**src/rtl/rew_path_stream_tagger.sv**
```systemverilog
// Path stream tagger: forwards ORAM path bursts from DRAM tagged with
// bucket index, header flag and path-last flag; RO mode drops payloads.
// Ports: Clock/Reset; PathStart, ROAccess, PathBusy (path control);
// DRAMReadData/Valid/Ready (input stream); DataOut/Valid/Ready (output
// stream); BucketIdx, IsHeader, PathLast (tags of DataOut).
// Optional macro REW_PATH_PARITY_EN adds PathParity (XOR of path beats).
module rew_path_stream_tagger #(
    parameter int ORAML         = 31,
    parameter int DataWidth     = 512,
    parameter int HeaderBursts  = 1,
    parameter int PayloadBursts = 5,
    localparam int BIdxWidth    = (ORAML + 1 > 1) ? $clog2(ORAML + 1) : 1
) (
    input  logic                 Clock,
    input  logic                 Reset,
    input  logic                 PathStart,
    input  logic                 ROAccess,
    output logic                 PathBusy,
    input  logic [DataWidth-1:0] DRAMReadData,
    input  logic                 DRAMReadDataValid,
    output logic                 DRAMReadDataReady,
    output logic [DataWidth-1:0] DataOut,
    output logic                 DataOutValid,
    input  logic                 DataOutReady,
    output logic [BIdxWidth-1:0] BucketIdx,
    output logic                 IsHeader,
    output logic                 PathLast
`ifdef REW_PATH_PARITY_EN
    ,
    output logic [DataWidth-1:0] PathParity
`endif
);

    localparam int MaxBursts = (HeaderBursts > PayloadBursts) ? HeaderBursts : PayloadBursts;
    localparam int CntWidth  = (MaxBursts > 1) ? $clog2(MaxBursts) : 1;

    localparam logic [CntWidth-1:0]  HdrLast = CntWidth'(HeaderBursts - 1);
    localparam logic [CntWidth-1:0]  PayLast = CntWidth'(PayloadBursts - 1);
    localparam logic [BIdxWidth-1:0] RootIdx = BIdxWidth'(ORAML);

    typedef enum logic [1:0] {
        IDLE,
        HEADER,
        PAYLOAD
    } state_e;

    state_e                 state_q, state_d;
    logic                   ro_q, ro_d;
    logic [BIdxWidth-1:0]   bucket_q, bucket_d;
    logic [CntWidth-1:0]    burst_q, burst_d;
    logic [DataWidth-1:0]   dout_q, dout_d;
    logic                   vld_q, vld_d;
    logic [BIdxWidth-1:0]   bidx_q, bidx_d;
    logic                   hdr_q, hdr_d;
    logic                   last_q, last_d;
    logic                   busy_q, busy_d;

    logic discard;
    logic in_ready;
    logic in_fire;
    logic fwd;
    logic start;
    logic out_fire;
    logic hdr_end;
    logic pay_end;
    logic at_root;

    // RO payload bursts bypass the output register, so they never
    // wait on downstream back-pressure.
    assign discard  = (state_q == PAYLOAD) & ro_q;
    assign in_ready = (state_q != IDLE) & (discard | ~vld_q | DataOutReady);
    assign in_fire  = DRAMReadDataValid & in_ready;
    assign fwd      = in_fire & ~discard;
    assign start    = (state_q == IDLE) & PathStart;
    assign out_fire = vld_q & DataOutReady;
    assign hdr_end  = (burst_q == HdrLast);
    assign pay_end  = (burst_q == PayLast);
    assign at_root  = (bucket_q == RootIdx);

    always_comb begin
        state_d  = state_q;
        ro_d     = ro_q;
        bucket_d = bucket_q;
        burst_d  = burst_q;
        dout_d   = dout_q;
        vld_d    = vld_q;
        bidx_d   = bidx_q;
        hdr_d    = hdr_q;
        last_d   = last_q;
        busy_d   = busy_q;

        if (out_fire) begin
            vld_d = 1'b0;
        end
        if (out_fire & last_q) begin
            busy_d = 1'b0;
        end
        if (fwd) begin
            vld_d  = 1'b1;
            dout_d = DRAMReadData;
            bidx_d = bucket_q;
            hdr_d  = (state_q == HEADER);
            last_d = at_root & (ro_q ? ((state_q == HEADER) & hdr_end)
                                     : ((state_q == PAYLOAD) & pay_end));
        end

        unique case (state_q)
            IDLE: begin
                // A new start wins over the old path's final busy clear.
                if (start) begin
                    state_d  = HEADER;
                    ro_d     = ROAccess;
                    bucket_d = '0;
                    burst_d  = '0;
                    busy_d   = 1'b1;
                end
            end
            HEADER: begin
                if (in_fire) begin
                    if (hdr_end) begin
                        state_d = PAYLOAD;
                        burst_d = '0;
                    end else begin
                        burst_d = burst_q + 1'b1;
                    end
                end
            end
            PAYLOAD: begin
                if (in_fire) begin
                    if (pay_end) begin
                        burst_d = '0;
                        if (at_root) begin
                            state_d = IDLE;
                        end else begin
                            bucket_d = bucket_q + 1'b1;
                            state_d  = HEADER;
                        end
                    end else begin
                        burst_d = burst_q + 1'b1;
                    end
                end
            end
            default: state_d = IDLE;
        endcase
    end

    always_ff @(posedge Clock or posedge Reset) begin
        if (Reset) begin
            state_q  <= IDLE;
            ro_q     <= 1'b0;
            bucket_q <= '0;
            burst_q  <= '0;
            dout_q   <= '0;
            vld_q    <= 1'b0;
            bidx_q   <= '0;
            hdr_q    <= 1'b0;
            last_q   <= 1'b0;
            busy_q   <= 1'b0;
        end else begin
            state_q  <= state_d;
            ro_q     <= ro_d;
            bucket_q <= bucket_d;
            burst_q  <= burst_d;
            dout_q   <= dout_d;
            vld_q    <= vld_d;
            bidx_q   <= bidx_d;
            hdr_q    <= hdr_d;
            last_q   <= last_d;
            busy_q   <= busy_d;
        end
    end

    assign DRAMReadDataReady = in_ready;
    assign DataOut           = dout_q;
    assign DataOutValid      = vld_q;
    assign BucketIdx         = bidx_q;
    assign IsHeader          = hdr_q;
    assign PathLast          = last_q;
    assign PathBusy          = busy_q;

`ifdef REW_PATH_PARITY_EN
    logic [DataWidth-1:0] parity_q, parity_d;

    // Accumulated as beats enter the output register, so the value
    // already includes the beat currently presented on DataOut.
    always_comb begin
        parity_d = parity_q;
        if (start) begin
            parity_d = '0;
        end else if (fwd) begin
            parity_d = parity_q ^ DRAMReadData;
        end
    end

    always_ff @(posedge Clock or posedge Reset) begin
        if (Reset) begin
            parity_q <= '0;
        end else begin
            parity_q <= parity_d;
        end
    end

    assign PathParity = parity_q;
`endif

endmodule

```
**config.mk**
```make
export PLATFORM = sky130hd
export DESIGN_NAME = rew_path_stream_tagger
export DESIGN_NICKNAME = d
export VERILOG_FILES = /design/src/rtl/rew_path_stream_tagger.sv
export SDC_FILE = /design/constraint.sdc
export NUM_CORES = 1
export LEC_CHECK = 0
export BUFFER_PORTS_ARGS = -buffer_cell sky130_fd_sc_hd__buf_2
export CAP_MARGIN = 5
export CORE_AREA = 2 2 403 405
export DETAILED_ROUTE_END_ITERATION = 8
export DIE_AREA = 0 0 405 407
export GPL_TIMING_DRIVEN = 0
export SETUP_SLACK_MARGIN = 0.02
export SLEW_MARGIN = 0
export SYNTH_ARGS = -nofsm -noshare
export SYNTH_HDL_FRONTEND = slang
export SYNTH_SLANG_ARGS = --single-unit
export TNS_END_PERCENT = 50
```
**constraint.sdc**
```tcl
create_clock -name Clock -period 25.6 [get_ports Clock]
set_input_delay 1.28 -clock Clock [delete_from_list [all_inputs] [get_ports Clock]]
set_output_delay 1.28 -clock Clock [all_outputs]
set_load 0.02 [all_outputs]
```
Word level (Yosys, flattened, before mapping)
Cells that the tools add are included.
- muxes and demuxes: 24
- equal/unequal tests: 10
- bitwise operators: 14
- reductions and logical operators: 10
- $add $sub $neg: 2
- operators with widths (kind ; number):
    two-way mux 5 bit ; 4
    two-way mux 3 bit ; 5
    != test 2 bit (second input constant) ; 6
    bitwise AND 1 bit ; 10
    two-way mux 2 bit ; 5
    one-hot mux 5 bit (2 select lines) ; 1
    AND reduction 5 bit ; 2
    one-hot mux 3 bit (3 select lines) ; 1
    two-way mux 1 bit ; 7
    one-hot mux 2 bit (3 select lines) ; 1
    nonzero test 2 bit ; 3
    adder 5 x 1 -> 5 bit (second input constant) ; 1
    equality test 5 bit (second input constant) ; 1
    AND reduction 4 bit ; 1
    adder 3 x 1 -> 3 bit (second input constant) ; 1
    equality test 3 bit (second input constant) ; 1
    logical NOT 3 bit ; 1
    nonzero test 3 bit ; 1
    equality test 2 x 1 -> 1 bit (second input constant) ; 1
    equality test 2 bit (second input constant) ; 1
    logical NOT 2 bit ; 1
    NOT 1 bit ; 2
    OR 1 bit ; 2
    AND reduction 2 bit ; 1
- output and inout bits: 522
- flip-flop bits (word level): 532
- logic and storage cells: 70

Logic depth before layout (Yosys ltp)
- depth after elaboration: 8
- mapped depth: 10

Least setup slack after synthesis
No wires, ideal clock.
- kind: input to output
- start: input port DataOutReady
- end: output port DRAMReadDataReady
- slack: 22409 ps
- arrival time: 1911 ps
- stages: 2
- cells stage by stage: and2b_2 a21oi_1
- cells in the longest elaborated chain, start to end: 2
- RTL lines (what ; RTL line ; source):
    start: declaration ; 24 ; input logic DataOutReady,
    OR 1 bit ; 71 ; assign in_ready = (state_q != IDLE) & (discard | ~vld_q | DataOutReady);
    bitwise AND 1 bit ; 71 ;
    end: declaration ; 21 ; output logic DRAMReadDataReady,
No other way between the ends.

Worst setup path in the final report
Ends and elaborated chain as after synthesis.

==> impl_metrics.tcl <==
set metrics [dict create \
    leakage_nw 17.4 \
    tightestPinTransition_ns 1.16 \
    fin_cells 5636 \
    period_utilization_post_route 0.132 \
    run_status "complete, no violations" \
    initial_core_util 0.127 \
    path_clk_slew_ns 0.05 \
    place.port_buffers 1039 \
    final_ant_viol_nets 0 \
    synth_area_um2 20400 \
    postCtsHoldBufs 0 \
    grt_antenna_before_repair 31 \
    place.detailed.hpwl_um 93200 \
    synthesis.area_per_instance_um2 8.91 \
    netSwitchingPower_mw 2.05 \
    hold-path-endpoint "DataOut[497]" \
    routedWlPerCell_um 20.4 \
    fp.coreArea_um2 160000 \
    drcViolationCount 0 \
    clock_share_of_power 0.242 \
    cts_tree "done" \
    worstReg2RegStart "state_q[1]" \
    pwr-share-comb 0.433 \
    cts_htree_levels 3 \
    switching_share 0.461 \
    cts_setup_buffers 0 \
    track_usage 0.133 \
    finalSetupTns_ns 0 \
    route.vias.total 19900 \
    fp.dieW_um 405 \
    ctsLongestPathBuffers 3 \
    placed_cells_incl_taps 5494 \
    post_synth_inst_count 2291 \
    die_h_um 407 \
    maximum_clock_skew_at_final_layout_ns 0.0249 \
    reg2reg_setup_slack_ns 22.22 \
    fmax_mhz 296 \
    layout_commonest_cell "nand2_1" \
    io_pins 1040 \
    worst-r2r-cell-count 9 \
    critical_path_class "input pin to output port" \
    critical_path.reg2reg.endpoint "DataOut[121]" \
    peakVddDrop_v 0.0000650 \
    place_area_um2 28400 \
    max_slew_margin 0.226 \
    synthDistinctLibCells 42 \
    dr.pass1.iters 6 \
    worst_hold_path.num_cells 2 \
    grt_setup_unrepaired "false" \
    gr_overflow_total 0 \
    worst_setup_path_end_kind "output port" \
    postLayoutCellArea_um2 31000 \
    vias_in_the_first_global_route 19500 \
    cts-root-buf "clkbuf_16" \
    finalWirelength_um 115000 \
    worstSetupStartpointType "input pin" \
    report.power.total_mw 4.45 \
    worst-path-max-fanout 6 \
    timing.final.crit_period_ns 3.38 \
    post_drt_via_cell_ratio 3.54 \
    clock_insertion_delay_worst_skew_ns 0.68 \
    crit_required_ns 24.32 \
    most-common-layout-cells "nand2_1, buf_2, dfrtp_1" \
    pwr-share-seq 0.325 \
    hp-start "DataOut[497]" \
    synth_warnings 0 \
    final_hold_fails 0 \
    worst_setup_path_startpoint "DataOutReady" \
    hp-class "flip-flop to flip-flop" \
    cap_viol_max_count 0 \
    cts_made_buffers 72 \
    layout-drive-gt1-share 0.358 \
    synth_sequential_area_ratio 0.652 \
    mappedNetlistNets 2817 \
    synth-seq-cells 532 \
    grt_first_pass_wirelength_um 152000 \
    cts.sinks 532 \
    area.growth.synth_to_final_pct 51.8 \
    utilization_of_the_core_after_routing 0.193 \
    fin_ws_ns 22.22 \
    pwr_density_nw_per_um2 143 \
    drt_iter0_drc 1469 \
    final_nets 3934 \
    finalHoldWorstSlack_ns 0.466 \
    die_area_um2 165000 \
    layout.filler_cells 18000 \
    setup_viol 0 \
    cts.repair.resized 0 \
    dp_worst_setup_slack_ns 21.34 \
    globalplace.congestion 0.917 \
    drv_slew 0 \
    grt_max_degree 124 \
    row_count 147 \
    p_int_mw 2.40 \
    cp.arrival_ns 2.10 \
]
[state kept, by name, summed over array words and instances, names as in the netlist]
| register | count |
|---|---|
| burst_q | 3 |
| PathBusy | 1 |
| PathLast | 1 |
| BucketIdx | 5 |
| state_q | 2 |
| bucket_q | 5 |
| IsHeader | 1 |
| DataOut | 512 |
| ro_q | 1 |
| DataOutValid | 1 |
[per-layer routing]
layer	GRT usage	vias up	share of wire
met5	0	-	0.0010
met4	0.0478	18	0.030
met2	0.210	879	0.46
met1	0.170	9691	0.42
li1	-	9190	-
met3	0.0417	160	0.089
[how the worst max path moves through the flow]
stage | slack (ns) | end | depth (start not counted)
floorplan | 9.45 | BucketIdx[0] | 1
global placement | 2.19 | DataOut[118] | 2
detailed placement | 21.34 | DataOut[121] | 7
CTS | 22.00 | DataOut[121] | 9
global route | 21.90 | DataOut[120] | 9
finish | 22.22 | DRAMReadDataReady | 4
[layout make-up]
cell class / instances / area [um2] / area share
Antenna cell: 12 / 30.0 / 0.000969
Buffer: 118 / 628 / 0.0203
Clock buffer: 96 / 2030 / 0.0656
Clock inverter: 34 / 494 / 0.0159
Inverter: 10 / 45.0 / 0.00145
Multi-Input combinational cell: 1631 / 6440 / 0.208
Sequential cell: 532 / 13300 / 0.430
Tap cell: 2160 / 2700 / 0.0872
Timing Repair Buffer: 1043 / 5310 / 0.171
[logic make-up after synthesis]
logic type,Yosys count,share of synthesized area
muxes,7,0.00386
adders and majority gates,8,0.00490
and+or+nand+nor,1590,0.296
buffers and inverters,128,0.0325
DFF,532,0.652
AOI/OAI and AO/OA,26,0.0110
[synth_stat cells (all sizes together)]
cell type  count  share of area
a2111oi        3         0.0028
a211oi         2         0.0013
a21boi         1        0.00037
a21o           1        0.00037
a21oi          6         0.0015
a32o           1        0.00049
and2b          1        0.00043
and3           4         0.0012
buf           67          0.021
clkbuf        51         0.0094
dfrtp        532           0.65
ha             8         0.0049
inv           10         0.0018
mux2           4         0.0024
mux2i          3         0.0015
nand2       1567           0.29
nand2b         2        0.00061
nand3          4         0.0012
nand3b         1        0.00037
nand4          1        0.00031
nand4bb        1        0.00055
nor2           5         0.0010
nor2b          1        0.00031
o211ai         2        0.00098
o21ai          4        0.00098
o22ai          2        0.00061
o2bb2ai        1        0.00043
o311ai         1        0.00043
o31ai          2        0.00074
or3            1        0.00031
or3b           2        0.00086
[power by group through the flow]
stage,clock (mW),combinational (mW),sequential (mW)
after global placement,0,1.94,1.44
after CTS,1.11,1.96,1.44
after global routing,1.14,2.08,1.49
after detailed placement,0,1.95,1.44
final,1.08,1.93,1.44
after floorplan,0,0.573,1.91
[critical path, stage by stage]
cell and delay [ns]:
buf_2 0.15, and2b_2 0.31, a21oi_1 0.14, buf_2 0.21
(Power assumes the default switching activity.)
